File: config.mk
export PLATFORM = sky130hd
export DESIGN_NAME = alu_md_sequencer_flat
export DESIGN_NICKNAME = d
export VERILOG_FILES = /design/src/rtl/alu_md_sequencer_if.sv /design/src/rtl/alu_md_sequencer.sv /design/src/flat_wrapper.sv
export SDC_FILE = /design/constraint.sdc
export NUM_CORES = 1
export LEC_CHECK = 0
export CAP_MARGIN = 20
export CORE_MARGIN = 2
export CORE_UTILIZATION = 56
export DETAILED_ROUTE_END_ITERATION = 8
export PLACE_DENSITY_LB_ADDON = 0.2
export SYNTH_ARGS = -nofsm -noshare
export SYNTH_HDL_FRONTEND = slang
export SYNTH_SLANG_ARGS = --single-unit
File: constraint.sdc
create_clock -name clk -period 6.9 [get_ports clk]
set_input_delay 1.38 -clock clk [delete_from_list [all_inputs] [get_ports clk]]
set_output_delay 1.38 -clock clk [all_outputs]
set_load 0.01 [all_outputs]
File: src/rtl/alu_md_sequencer_if.sv
// Request/response handshake bundle between the EX stage and the RV32M multiply/divide sequencer.
interface alu_md_sequencer_if;
    logic        i_valid;
    logic        o_ready;
    logic [2:0]  i_op;
    logic [31:0] i_a;
    logic [31:0] i_b;
    logic        o_valid;
    logic        i_ready;
    logic [31:0] o_result;
    logic        o_illegal;

    modport master (
        output i_valid, i_op, i_a, i_b, i_ready,
        input  o_ready, o_valid, o_result, o_illegal
    );

    modport slave (
        input  i_valid, i_op, i_a, i_b, i_ready,
        output o_ready, o_valid, o_result, o_illegal
    );
endinterface

File: src/rtl/alu_md_sequencer.sv
// Multi-cycle RV32M MUL/DIV/DIVU/REM/REMU sequencer that borrows the pipeline's shared 32-bit ALU.
// Optional feature macro: ALU_MD_SIGNED_EN (signed DIV/REM with pre/post negation).
module alu_md_sequencer (
    input  logic                 clk,
    input  logic                 rst,
    alu_md_sequencer_if.slave    bus,
    output logic                 o_busy,
    output logic [31:0]          o_alu_a,
    output logic [31:0]          o_alu_b,
    output logic [3:0]           o_alu_sel,
    input  logic [31:0]          i_alu_result
);
    localparam logic [3:0] SEL_ADD  = 4'b0010;
    localparam logic [3:0] SEL_SUB  = 4'b0011;
    localparam logic [3:0] SEL_PASS = 4'b0101;

    typedef enum logic [2:0] {
        ST_IDLE  = 3'd0,
        ST_PRE_A = 3'd1,
        ST_PRE_B = 3'd2,
        ST_ITER  = 3'd3,
        ST_POST  = 3'd4,
        ST_DONE  = 3'd5
    } state_t;

    state_t      state_r, next_state_s;
    logic [2:0]  op_r;
    logic [31:0] a_r, b_r, acc_r, a_orig_r, result_r;
    logic [4:0]  cnt_r;
    logic        sa_r, sb_r, dz_r, valid_r, illegal_r;

    logic        accept_s, is_mul_s, is_quot_s, is_rem_s, is_illegal_s;
    logic        is_signed_s, req_signed_s, neg_s, no_borrow_s;
    logic [32:0] r_sh_s;
    logic [31:0] raw_s, final_s;

    // During division a_r doubles as the quotient q and acc_r as the partial remainder r.
    assign accept_s     = bus.i_valid & (state_r == ST_IDLE);
    assign is_mul_s     = (op_r == 3'b000);
    assign is_quot_s    = op_r[2] & ~op_r[1];
    assign is_rem_s     = op_r[2] & op_r[1];
    assign is_illegal_s = ~op_r[2] & (op_r[1:0] != 2'b00);
`ifdef ALU_MD_SIGNED_EN
    assign is_signed_s  = op_r[2] & ~op_r[0];
    assign req_signed_s = bus.i_op[2] & ~bus.i_op[0];
    assign neg_s        = is_signed_s & (is_quot_s ? (sa_r ^ sb_r) : sa_r);
`else
    assign is_signed_s  = 1'b0;
    assign req_signed_s = 1'b0;
    assign neg_s        = 1'b0;
`endif
    assign r_sh_s       = {acc_r, a_r[31]};
    assign no_borrow_s  = r_sh_s[32] | (r_sh_s[31:0] >= b_r);
    assign raw_s        = is_mul_s ? acc_r : (is_quot_s ? a_r : (is_rem_s ? acc_r : 32'h0000_0000));

    // Divide-by-zero overrides follow the RISC-V defined results; illegal requests return zero.
    always_comb begin
        if (is_illegal_s) begin
            final_s = 32'h0000_0000;
        end else if (dz_r && is_quot_s) begin
            final_s = 32'hFFFF_FFFF;
        end else if (dz_r && is_rem_s) begin
            final_s = a_orig_r;
        end else begin
            final_s = i_alu_result;
        end
    end

    assign bus.o_ready   = (state_r == ST_IDLE);
    assign bus.o_valid   = valid_r;
    assign bus.o_result  = result_r;
    assign bus.o_illegal = illegal_r;
    assign o_busy        = (state_r != ST_IDLE);

    // State register.
    always_ff @(posedge clk) begin
        if (rst) begin
            state_r <= ST_IDLE;
        end else begin
            state_r <= next_state_s;
        end
    end

    // Next-state decode and ALU operand/select drive.
    always_comb begin
        next_state_s = state_r;
        o_alu_sel    = SEL_PASS;
        o_alu_a      = 32'h0000_0000;
        o_alu_b      = 32'h0000_0000;
        case (state_r)
            ST_IDLE: begin
                if (accept_s) begin
`ifdef ALU_MD_SIGNED_EN
                    next_state_s = ST_PRE_A;
`else
                    next_state_s = ST_ITER;
`endif
                end else begin
                    next_state_s = ST_IDLE;
                end
            end
            ST_PRE_A: begin
                o_alu_sel    = (is_signed_s && sa_r) ? SEL_SUB : SEL_PASS;
                o_alu_b      = a_r;
                next_state_s = ST_PRE_B;
            end
            ST_PRE_B: begin
                o_alu_sel    = (is_signed_s && sb_r) ? SEL_SUB : SEL_PASS;
                o_alu_b      = b_r;
                next_state_s = ST_ITER;
            end
            ST_ITER: begin
                if (is_mul_s) begin
                    o_alu_sel = b_r[0] ? SEL_ADD : SEL_PASS;
                    o_alu_a   = b_r[0] ? acc_r : 32'h0000_0000;
                    o_alu_b   = b_r[0] ? a_r : acc_r;
                end else if (op_r[2]) begin
                    o_alu_sel = SEL_SUB;
                    o_alu_a   = r_sh_s[31:0];
                    o_alu_b   = b_r;
                end else begin
                    o_alu_sel = SEL_PASS;
                end
                next_state_s = (cnt_r == 5'd31) ? ST_POST : ST_ITER;
            end
            ST_POST: begin
                o_alu_sel    = neg_s ? SEL_SUB : SEL_PASS;
                o_alu_b      = raw_s;
                next_state_s = ST_DONE;
            end
            ST_DONE: begin
                next_state_s = (valid_r && bus.i_ready) ? ST_IDLE : ST_DONE;
            end
            default: begin
                next_state_s = ST_IDLE;
            end
        endcase
    end

    // Datapath registers: operand capture, negation, shift-add / restoring-divide steps, result.
    always_ff @(posedge clk) begin
        if (rst) begin
            op_r      <= 3'b000;
            a_r       <= 32'h0000_0000;
            b_r       <= 32'h0000_0000;
            acc_r     <= 32'h0000_0000;
            a_orig_r  <= 32'h0000_0000;
            result_r  <= 32'h0000_0000;
            cnt_r     <= 5'd0;
            sa_r      <= 1'b0;
            sb_r      <= 1'b0;
            dz_r      <= 1'b0;
            valid_r   <= 1'b0;
            illegal_r <= 1'b0;
        end else begin
            case (state_r)
                ST_IDLE: begin
                    if (accept_s) begin
                        op_r     <= bus.i_op;
                        a_r      <= bus.i_a;
                        b_r      <= bus.i_b;
                        a_orig_r <= bus.i_a;
                        acc_r    <= 32'h0000_0000;
                        cnt_r    <= 5'd0;
                        sa_r     <= req_signed_s & bus.i_a[31];
                        sb_r     <= req_signed_s & bus.i_b[31];
                        dz_r     <= bus.i_op[2] & (bus.i_b == 32'h0000_0000);
                    end
                end
                ST_PRE_A: begin
                    if (is_signed_s && sa_r) begin
                        a_r <= i_alu_result;
                    end
                end
                ST_PRE_B: begin
                    if (is_signed_s && sb_r) begin
                        b_r <= i_alu_result;
                    end
                end
                ST_ITER: begin
                    cnt_r <= cnt_r + 5'd1;
                    if (is_mul_s) begin
                        if (b_r[0]) begin
                            acc_r <= i_alu_result;
                        end
                        a_r <= {a_r[30:0], 1'b0};
                        b_r <= {1'b0, b_r[31:1]};
                    end else if (op_r[2]) begin
                        a_r   <= {a_r[30:0], no_borrow_s};
                        acc_r <= no_borrow_s ? i_alu_result : r_sh_s[31:0];
                    end
                end
                ST_POST: begin
                    result_r  <= final_s;
                    illegal_r <= is_illegal_s;
                end
                ST_DONE: begin
                    valid_r <= !(valid_r && bus.i_ready);
                end
                default: begin
                    valid_r <= 1'b0;
                end
            endcase
        end
    end
endmodule
File: src/flat_wrapper.sv
// flat-port wrapper written by rule: the top's interface ports become plain ports
module alu_md_sequencer_flat 
  (clk, rst, o_busy, o_alu_a, o_alu_b, o_alu_sel, i_alu_result, bus_i_valid, bus_i_op, bus_i_a, bus_i_b, bus_i_ready, bus_o_ready, bus_o_valid, bus_o_result, bus_o_illegal);
  alu_md_sequencer_if bus_i ();
  input  logic clk;
  input  logic rst;
  output logic o_busy;
  output logic [31:0] o_alu_a;
  output logic [31:0] o_alu_b;
  output logic [3:0] o_alu_sel;
  input  logic [31:0] i_alu_result;
  input wire logic [$bits(bus_i.i_valid)-1:0] bus_i_valid;
  input wire logic [$bits(bus_i.i_op)-1:0] bus_i_op;
  input wire logic [$bits(bus_i.i_a)-1:0] bus_i_a;
  input wire logic [$bits(bus_i.i_b)-1:0] bus_i_b;
  input wire logic [$bits(bus_i.i_ready)-1:0] bus_i_ready;
  output wire logic [$bits(bus_i.o_ready)-1:0] bus_o_ready;
  output wire logic [$bits(bus_i.o_valid)-1:0] bus_o_valid;
  output wire logic [$bits(bus_i.o_result)-1:0] bus_o_result;
  output wire logic [$bits(bus_i.o_illegal)-1:0] bus_o_illegal;
  assign bus_i.i_valid = bus_i_valid;
  assign bus_i.i_op = bus_i_op;
  assign bus_i.i_a = bus_i_a;
  assign bus_i.i_b = bus_i_b;
  assign bus_i.i_ready = bus_i_ready;
  assign bus_o_ready = bus_i.o_ready;
  assign bus_o_valid = bus_i.o_valid;
  assign bus_o_result = bus_i.o_result;
  assign bus_o_illegal = bus_i.o_illegal;
  alu_md_sequencer u_core (.clk(clk), .rst(rst), .bus(bus_i), .o_busy(o_busy), .o_alu_a(o_alu_a), .o_alu_b(o_alu_b), .o_alu_sel(o_alu_sel), .i_alu_result(i_alu_result));
endmodule
After elaboration in Yosys (flattened, before gate mapping) --
Index checks and enable logic that the tools add are counted.
Word-level totals: bits in registers 174, input bits 103, logic and storage cells 85
Operators by class: add/sub/neg operators 1, $lt $le $gt $ge 1, equality and inequality tests 10, muxes and demuxes 38, bitwise operators 8, reduce and logical (&&, ||, !) cells 16
Operator list (number):
- $mux W32 | 23
- $pmux W32 S2 | 3
- $pmux W32 S4 | 1
- $ge A32 B32 Y1 | 1
- $logic_not A32 Y1 | 1
- $pmux W3 S6 | 1
- $mux W3 | 4
- $pmux W5 S2 | 1
- $mux W4 | 2
- $eq A3 B2 Y1 const B | 2
- $eq A3 B3 Y1 const B | 2
- $logic_not A3 Y1 | 2
- $reduce_and A3 Y1 | 2
- $add A5 B1 Y5 const B | 1
- $and A1 B1 Y1 | 5
- $eq A5 B5 Y1 const B | 1
- $mux W5 | 1
- $reduce_or A5 Y1 | 1
- $ne A2 B1 Y1 const B | 2
- $reduce_and A2 Y1 | 2
- $reduce_and A4 Y1 | 1
- $reduce_bool A2 Y1 | 2
- $eq A3 B1 Y1 const B | 1
- $logic_and A1 B1 Y1 | 3
- 8 further kinds | 9

Longest topological paths before layout --
Gate-level depths: netlist of run 1.
word-level depth 6, mapped depth 10, depth with buffers taken out 8

Least setup slack after synthesis of run 1 --
OpenSTA, ideal clock, no wires.
kind reg2out, start point reg u_core.op_r[1], end point out o_alu_b[23], arrival 1.806 ns, setup slack 3.714 ns, stages on the path, launching flop included 9, path through dfxtp_1 -> clkbuf_1 -> nor3_1 -> clkbuf_1 -> clkbuf_1 -> a21oi_1 -> nor2b_1 -> o22ai_1 -> o21ai_0
Between the ends: cells in the longest elaborated chain, start to end 5, elaborated cells on any way between the ends 9, classes of those cells mux: 5; bitwise: 3; reduce/logical: 1
RTL lines:
- start, declared | line alu_md_sequencer.sv:27 | logic [2:0] op_r;
- start signal, assigned | line alu_md_sequencer.sv:159 | op_r <= bus.i_op;
- $and A1 B1 Y1 / $not A1 Y1 (equally long branches) | line alu_md_sequencer.sv:41, alu_md_sequencer.sv:40
- $mux W32 / $and A1 B1 Y1 (equally long branches) | line alu_md_sequencer.sv:54, alu_md_sequencer.sv:40
- $mux W32 (2 in series) | line alu_md_sequencer.sv:54 | assign raw_s = is_mul_s ? acc_r : (is_quot_s ? a_r : (is_rem_s ? acc_r : 32'h0000_0000));
- $pmux W32 S4 * | line alu_md_sequencer.sv:90 | case (state_r)
- end, declared | line flat_wrapper.sv:9 | output logic [31:0] o_alu_b;
Mark *: on every way between the ends. The rest lies on a longest branch, timed or not.

Final worst setup path of run 1 --
start point reg u_core.op_r[2], end point out o_alu_b[0]
Between the ends: cells in the longest elaborated chain, start to end 5, elaborated cells on any way between the ends 9, classes of those cells mux: 6; bitwise: 2; reduce/logical: 1
RTL lines:
- $and A1 B1 Y1 | line alu_md_sequencer.sv:41 | assign is_rem_s = op_r[2] & op_r[1];
- $mux W32 (3 in series) | line alu_md_sequencer.sv:54
- $pmux W32 S4 * | line alu_md_sequencer.sv:90
Marks and branches as above.

==> results of run 1 <==
synthesized netlist by cell type, drive strengths merged, types with 2 or more instances:
library cell	instances	area, sq um
a221oi	2	17.52
buf	42	207.7
nand2	313	1175
nor2	114	430.4
nor4	9	56.30
o22ai	30	187.7
nand2b	4	27.53
nor3	7	51.30
mux2i	31	310.3
o21ai	40	207.7
nand3b	32	240.2
a311oi	63	551.8
a21oi	121	605.6
nor2b	31	193.9
inv	39	146.4
clkbuf	89	334.1
a31oi	2	12.51
dfxtp	174	3483
and2	3	18.77
o211ai	34	255.2
a21o	2	15.01
o2111ai	32	280.3
nand3	12	60.06
ha	34	425.4
a32oi	3	26.28
a22oi	62	465.5
nand4	39	244.0
logic make-up after synthesis:
kind of cell	after synthesis	share of synthesized area (%)
simple gates	571	25.11
compound gates	398	26.44
flops	174	34.29
buf+inv	170	6.775
fa+ha+maj	34	4.188
mux	32	3.166
other cells	1	0.03692
metrics by stage:
| step | area (sq um) | instances | total power [mW] | utilization (%) |
|---|---|---|---|---|
| after floorplan | 10160 | 1380 | 1.437 | - |
| after detailed placement | 12170 | 1704 | 1.642 | 67.96 |
| after CTS | 12770 | 1736 | 2.618 | 71.34 |
| after global routing | 12890 | 1742 | 2.732 | 72.02 |
| after global placement | 12150 | 1703 | 1.631 | 67.87 |
| final | 12890 | 1742 | 2.633 | 72.02 |
critical path: cells and delay by family (launching register included):
kind | cells | cell delay [ns]
buffers and inverters | 3 | 1.32
AO/OA/AOI/OAI | 3 | 0.91
AND/OR/NAND/NOR | 1 | 0.61
flip-flops | 1 | 0.32
worst paths after layout:
check,from,endpoint,slack (ns),cells after the start
worst max register to register,u_core.state_r[0]$_SDFF_PP0_,u_core.acc_r[28]$_SDFFE_PP0P_,3.23,8
worst max-delay path,u_core.op_r[2]$_SDFFE_PP0P_,o_alu_b[0],1.91,7
worst min register to register,u_core.a_orig_r[13]$_SDFFE_PP0P_,u_core.a_orig_r[13]$_SDFFE_PP0P_,0.45,2
worst min-delay path,u_core.a_orig_r[13]$_SDFFE_PP0P_,u_core.a_orig_r[13]$_SDFFE_PP0P_,0.45,2
area by class of cell:
class	instances	area [sq um]	area share, %
clock buffers	18	429.2	3.329
multi-input cells	1036	6032	46.79
inverters	39	146.4	1.135
repair buffers	232	2336	18.12
well taps	229	286.5	2.222
clock inverters	14	176.4	1.368
flip-flops and latches	174	3486	27.04
power by group through the flow:
| stage | registers [mW] | logic [mW] | clock network (mW) |
|---|---|---|---|
| after global routing | 1.14 | 0.551 | 1.04 |
| after global placement | 1.16 | 0.475 | 0 |
| after detailed placement | 1.16 | 0.486 | 0 |
| after floorplan | 1.12 | 0.315 | 0 |
| final | 1.14 | 0.506 | 0.988 |
| after CTS | 1.13 | 0.488 | 0.997 |
state kept, by name (all words and copies together) (netlist names):
signal / cells
u_core.b_r: 32
u_core.state_r: 3
u_core.cnt_r: 5
u_core.bus.o_result: 32
u_core.acc_r: 32
u_core.a_r: 32
u_core.dz_r: 1
u_core.bus.o_illegal: 1
u_core.bus.o_valid: 1
u_core.a_orig_r: 32
u_core.op_r: 3
layer usage:
| layer | share of wire [%] | vias up | global-route usage, % |
|---|---|---|---|
| met2 | 44 | 630 | 50.29 |
| met5 | 0 | - | 0 |
| met1 | 43 | 5231 | 49.54 |
| met3 | 12 | 44 | 8.909 |
| met4 | 1.2 | 0 | 7.549 |
| li1 | - | 5215 | - |
==> out/results.ini, run 1 <==
[global_route]
grt.overflow.total = 0
grt_pass1_vias = 9953
grt_use_total_pct = 33.87
grt_max_degree = 108
antenna_found_initial = 0
grt_pass1_wl_um = 53230

[synth]
synth_edf_count = 0
synth_nets = 1517
synth_top_flop_cell = dfxtp_1
synthCells = 1380
synth.cell_area_sq_um = 10160
yosysSeqAreaShare_pct = 34.29
syn_area_per_cell_sq_um = 7.360
yosys_warnings = 0
ys_async_sr_fraction_pct = 0
ys_ff_latch = 174
synth_cell_types = 53

[final_layout]
diodes = 0
area.growth.synth_to_final_pct = 26.93
drive_gt1_share_pct = 5.288
final_cell_mix = 312 x nand2_1, 204 x clkdlybuf4s50_1, 172 x dfxtp_1
fill_cells = 1491
nets = 1637
final_common_cell = nand2_1

[power_and_ir_drop]
switchingPower_mw = 0.8402
p_int_mw = 1.793
vdd_ir_drop_max_uv = 183.6
power_frac_clock_pct = 37.5
cellPowerDensity_nw_per_um2 = 204.2
power_frac_seq_pct = 43.3
cellLeakagePower_nw = 4.258
swShare_pct = 31.91
combPwrFrac_pct = 19.2

[routing]
wl_um = 34320
drtAntennaViolNets = 0
first_pass_iters = 6
drc = 0
vias = 11120
avgViaCountPerCell = 6.383
wire_per_inst_um = 19.70
first_iter_violations = 1620

[clocking]
root_buffer = clkbuf_16
numCtsBuffers = 17
cts.clk_slew.worst_paths_ns = 0.07
cts-resized-gates = 0
cts.path.max_buffers = 2
clock-sinks = 174
clk_latency_ns = 0.44
holdBufCountCts = 0
htreeDepth = 4
cts_tree = yes
post-cts-setup-buffers = 0

[outcome]
status = finished clean

[worst_setup_path]
worst-path-max-fanout = 71
setup.worst_path.start_class = flip-flop
path_common_cell = buf_4
critPathRequiredTime_ns = 5.52
worstSetupPathType = reg2out
max_stage_delay_ns = 0.61
endpoint_kind = output port
worst_ep_arrival_time_ns = 3.61
crit_path_top_delay_cell = or3_1
crit_chain = buf_4 > or3_1 > a21oi_2 > buf_4 > a22oi_1 > o211ai_1 > clkdlybuf4s50_1

[placement]
place_hpwl_um = 23220
place.gp.congestion = 0.8857
dp_slack_ns = 2.236
port_buffers = 205

[floorplanning]
die-area_sq_um = 19230
top_level_ports = 207
rows = 49
die_h_um = 138.7
start_util_pct = 56.74
die_x_um = 138.7
core_sq_um = 17900

[sta]
worst_slack_ns = 1.908
clock_skew_ns = 0.01135
post-route-period-util_pct = 72.34
final-setup-viol-count = 0
relSlewSlack_pct = 24.16
min_period_ns = 4.992
whs_ns = 0.4506
finalSetupTns_ns = 0
grt_setup_unrepaired = no
max_freq_mhz = 200.3
maxSlewViolCount = 0
worst-slew-pin-transition_ns = 1.138
hold_viol = 0

[worst_hold_path]
hold_path.class = reg2reg

[job]
maxCapViolations = 0

(Power assumes the default switching activity.)
==> inputs of run 2 (changes only) <==
Settings changed: CORE_UTILIZATION 56 to 47.
Clock period 6.9 ns to 4.1 ns, I/O delays scaled along.
==> run 2 against run 1 <==
Sequential cell count did not move. Combinational power rose by 68%. Sequential power rose by 68%. Clock skew rose by 0.0063 ns. Critical path type unchanged. Largest power group unchanged. Highest routed layer unchanged.
==> out/results.ini, run 2 (synthesized netlist as in run 1, its figures left out) <==
[power_and_ir_drop]
power_mw = 4.424  ; +68%
vdd_ir_drop_max_uv = 221.3  ; +20%
cellLeakagePower_nw = 4.269  ; +0.26%
cellPowerDensity_nw_per_um2 = 341.2  ; +67%

[worst_hold_path]
worstHoldPathCells = 2  ; unchanged
min_from = u_core.a_orig_r[10]$_SDFFE_PP0P_
hold_end = u_core.a_orig_r[10]$_SDFFE_PP0P_
hold_path.class = reg2reg

[final_layout]
final_common_cell = nand2_1
area.growth.synth_to_final_pct = 27.63
drive_gt1_share_pct = 5.603  ; +0.32 points
nets = 1641  ; +0.24%
final_cell_mix = 312 x nand2_1, 204 x clkdlybuf4s50_1, 172 x dfxtp_1
fill_cells = 1931  ; +30%
diodes = 0  ; unchanged

[routing]
avgViaCountPerCell = 6.151  ; -3.6%
first_pass_iters = 6  ; unchanged
first_iter_violations = 1161  ; -28%
vias = 11020  ; -0.87%
wl_um = 34650  ; +0.98%
drc = 0  ; unchanged
drtAntennaViolNets = 0  ; unchanged
wire_per_inst_um = 19.34  ; -1.8%

[clocking]
cts-resized-gates = 0  ; unchanged
clock-sinks = 174  ; unchanged
cts.clk_slew.worst_paths_ns = 0.08  ; about the same
htreeDepth = 4  ; unchanged
holdBufCountCts = 0  ; unchanged
numCtsBuffers = 17  ; unchanged
clk_latency_ns = 0.45  ; about the same
post-cts-setup-buffers = 0  ; unchanged
cts_tree = yes
root_buffer = clkbuf_16
cts.path.max_buffers = 2  ; unchanged

[worst_setup_path]
setup.worst_path.start_class = flip-flop
timing.rr.start = u_core.state_r[0]$_SDFF_PP0_
crit_path_top_delay_cell = dfxtp_1
max_stage_delay_ns = 0.57  ; -0.04 ns
endpoint_kind = output port
critPathBufInv = 4  ; +1
ff2ff_setup_slack_ns = 1.08  ; -2.15 ns
worst-path-max-fanout = 33  ; -54%
ff2ff_path_depth = 9  ; +1
crit_chain = and3b_2 > buf_4 > o21ai_2 > buf_4 > nand2b_2 > inv_2 > clkdlybuf4s50_1
worstSetupPathType = reg2out
worst_ep_arrival_time_ns = 2.91  ; -0.70 ns
r2r_end = u_core.acc_r[27]$_SDFFE_PP0P_
path_common_cell = buf_4
critPathTopFamily = buffers and inverters
critPathRequiredTime_ns = 3.28  ; -2.24 ns

[sta]
relSlewSlack_pct = 40.60  ; +16 points
clock_skew_ns = 0.01766  ; +0.006305 ns
max_freq_mhz = 268.0
worst-slew-pin-transition_ns = 0.8876  ; -0.2501 ns
min_period_ns = 3.731
finalSetupTns_ns = 0  ; unchanged
hold_viol = 0  ; unchanged
grt_setup_unrepaired = no
post-route-period-util_pct = 91.00
maxSlewViolCount = 0  ; unchanged
final-setup-viol-count = 0  ; unchanged

[global_route]
grt_max_degree = 77  ; -29%
grt_pass1_vias = 10180  ; +2.3%
grt.overflow.total = 0  ; unchanged
grt_use_total_pct = 30.27  ; -3.6 points
antenna_found_initial = 0  ; unchanged
grt_pass1_wl_um = 54710  ; +2.8%

[job]
maxCapViolations = 0  ; unchanged

[floorplanning]
core_sq_um = 21090  ; +18%
die_x_um = 151.0  ; +8.9%
rows = 53  ; +8.2%
die_h_um = 151.0  ; +8.9%
die-area_sq_um = 22800  ; +19%
top_level_ports = 207  ; unchanged
start_util_pct = 48.17  ; -8.6 points

[placement]
port_buffers = 205  ; unchanged
place.gp.congestion = 0.8590  ; -3.0%
place_hpwl_um = 24380  ; +5.0%

[outcome]
status = finished clean

run 2: worst max-delay path by stage:
stage | from | endpoint | slack [ns] | cells past startpoint
2_1_floorplan | u_core.op_r[1]$_SDFFE_PP0P_ | o_alu_b[23] | 1.47 | 8
3_3_place_gp | u_core.op_r[2]$_SDFFE_PP0P_ | o_alu_b[29] | 0.92 | 6
3_5_place_dp | u_core.state_r[0]$_SDFF_PP0_ | o_alu_sel[1] | 0.89 | 7
4_1_cts | u_core.state_r[0]$_SDFF_PP0_ | o_alu_sel[1] | 0.39 | 7
5_1_grt | u_core.state_r[1]$_SDFF_PP0_ | o_alu_b[31] | 0.22 | 6
6_report | u_core.state_r[0]$_SDFF_PP0_ | o_alu_sel[1] | 0.37 | 7
run 2: final cells by class:
type	instances	area (sq um)	share of cell area (%)
clock buffers	17	425.4	3.282
clock inverters	15	197.7	1.525
inverters	39	146.4	1.129
multi-input cells	1036	6032	46.53
flip-flops and latches	174	3486	26.89
well taps	275	344.1	2.654
repair buffers	236	2332	17.99
run 2: worst reg2reg max path: cells and delay by family, from the launching register on:
kind / cells / cell delay (ns)
buffers and inverters: 3 / 0.84
AND/OR/NAND/NOR: 4 / 1.22
AO/OA/AOI/OAI: 2 / 0.32
flip-flops: 1 / 0.57
run 2: stage by stage:
stage / hold slack [ns] / utilization [%] / cell area [sq um] / std cells / worst slack, ns
2_1_floorplan: 0.4273 / - / 10160 / 1380 / 1.474
3_3_place_gp: 0.4368 / 58.43 / 12320 / 1759 / 0.9203
6_report: 0.4522 / 61.48 / 12960 / 1792 / 0.3689
4_1_cts: 0.4521 / 61.38 / 12940 / 1791 / 0.3890
3_5_place_dp: 0.4414 / 58.43 / 12320 / 1759 / 0.8869
5_1_grt: 0.4675 / 61.48 / 12960 / 1792 / 0.2198
run 2: power breakdown:
group,internal (mW),switching (mW)
Sequential,1.78,0.132
Combinational,0.354,0.495
Clock,0.833,0.825
run 2: metal layers:
layer	vias up	global-route usage, %	share of wire [%]
li1	5224	-	-
met1	5164	45.49	46
met2	592	43.57	42
met3	43	6.295	10
met4	0	8.271	1.6
met5	-	0	0
==> inputs of run 3 (changes only) <==
Settings changed: ABC_CLOCK_PERIOD_IN_PS set to 4100.
==> results of run 3 <==
The final DEF is identical to that of run 2; final timing and power are the same.
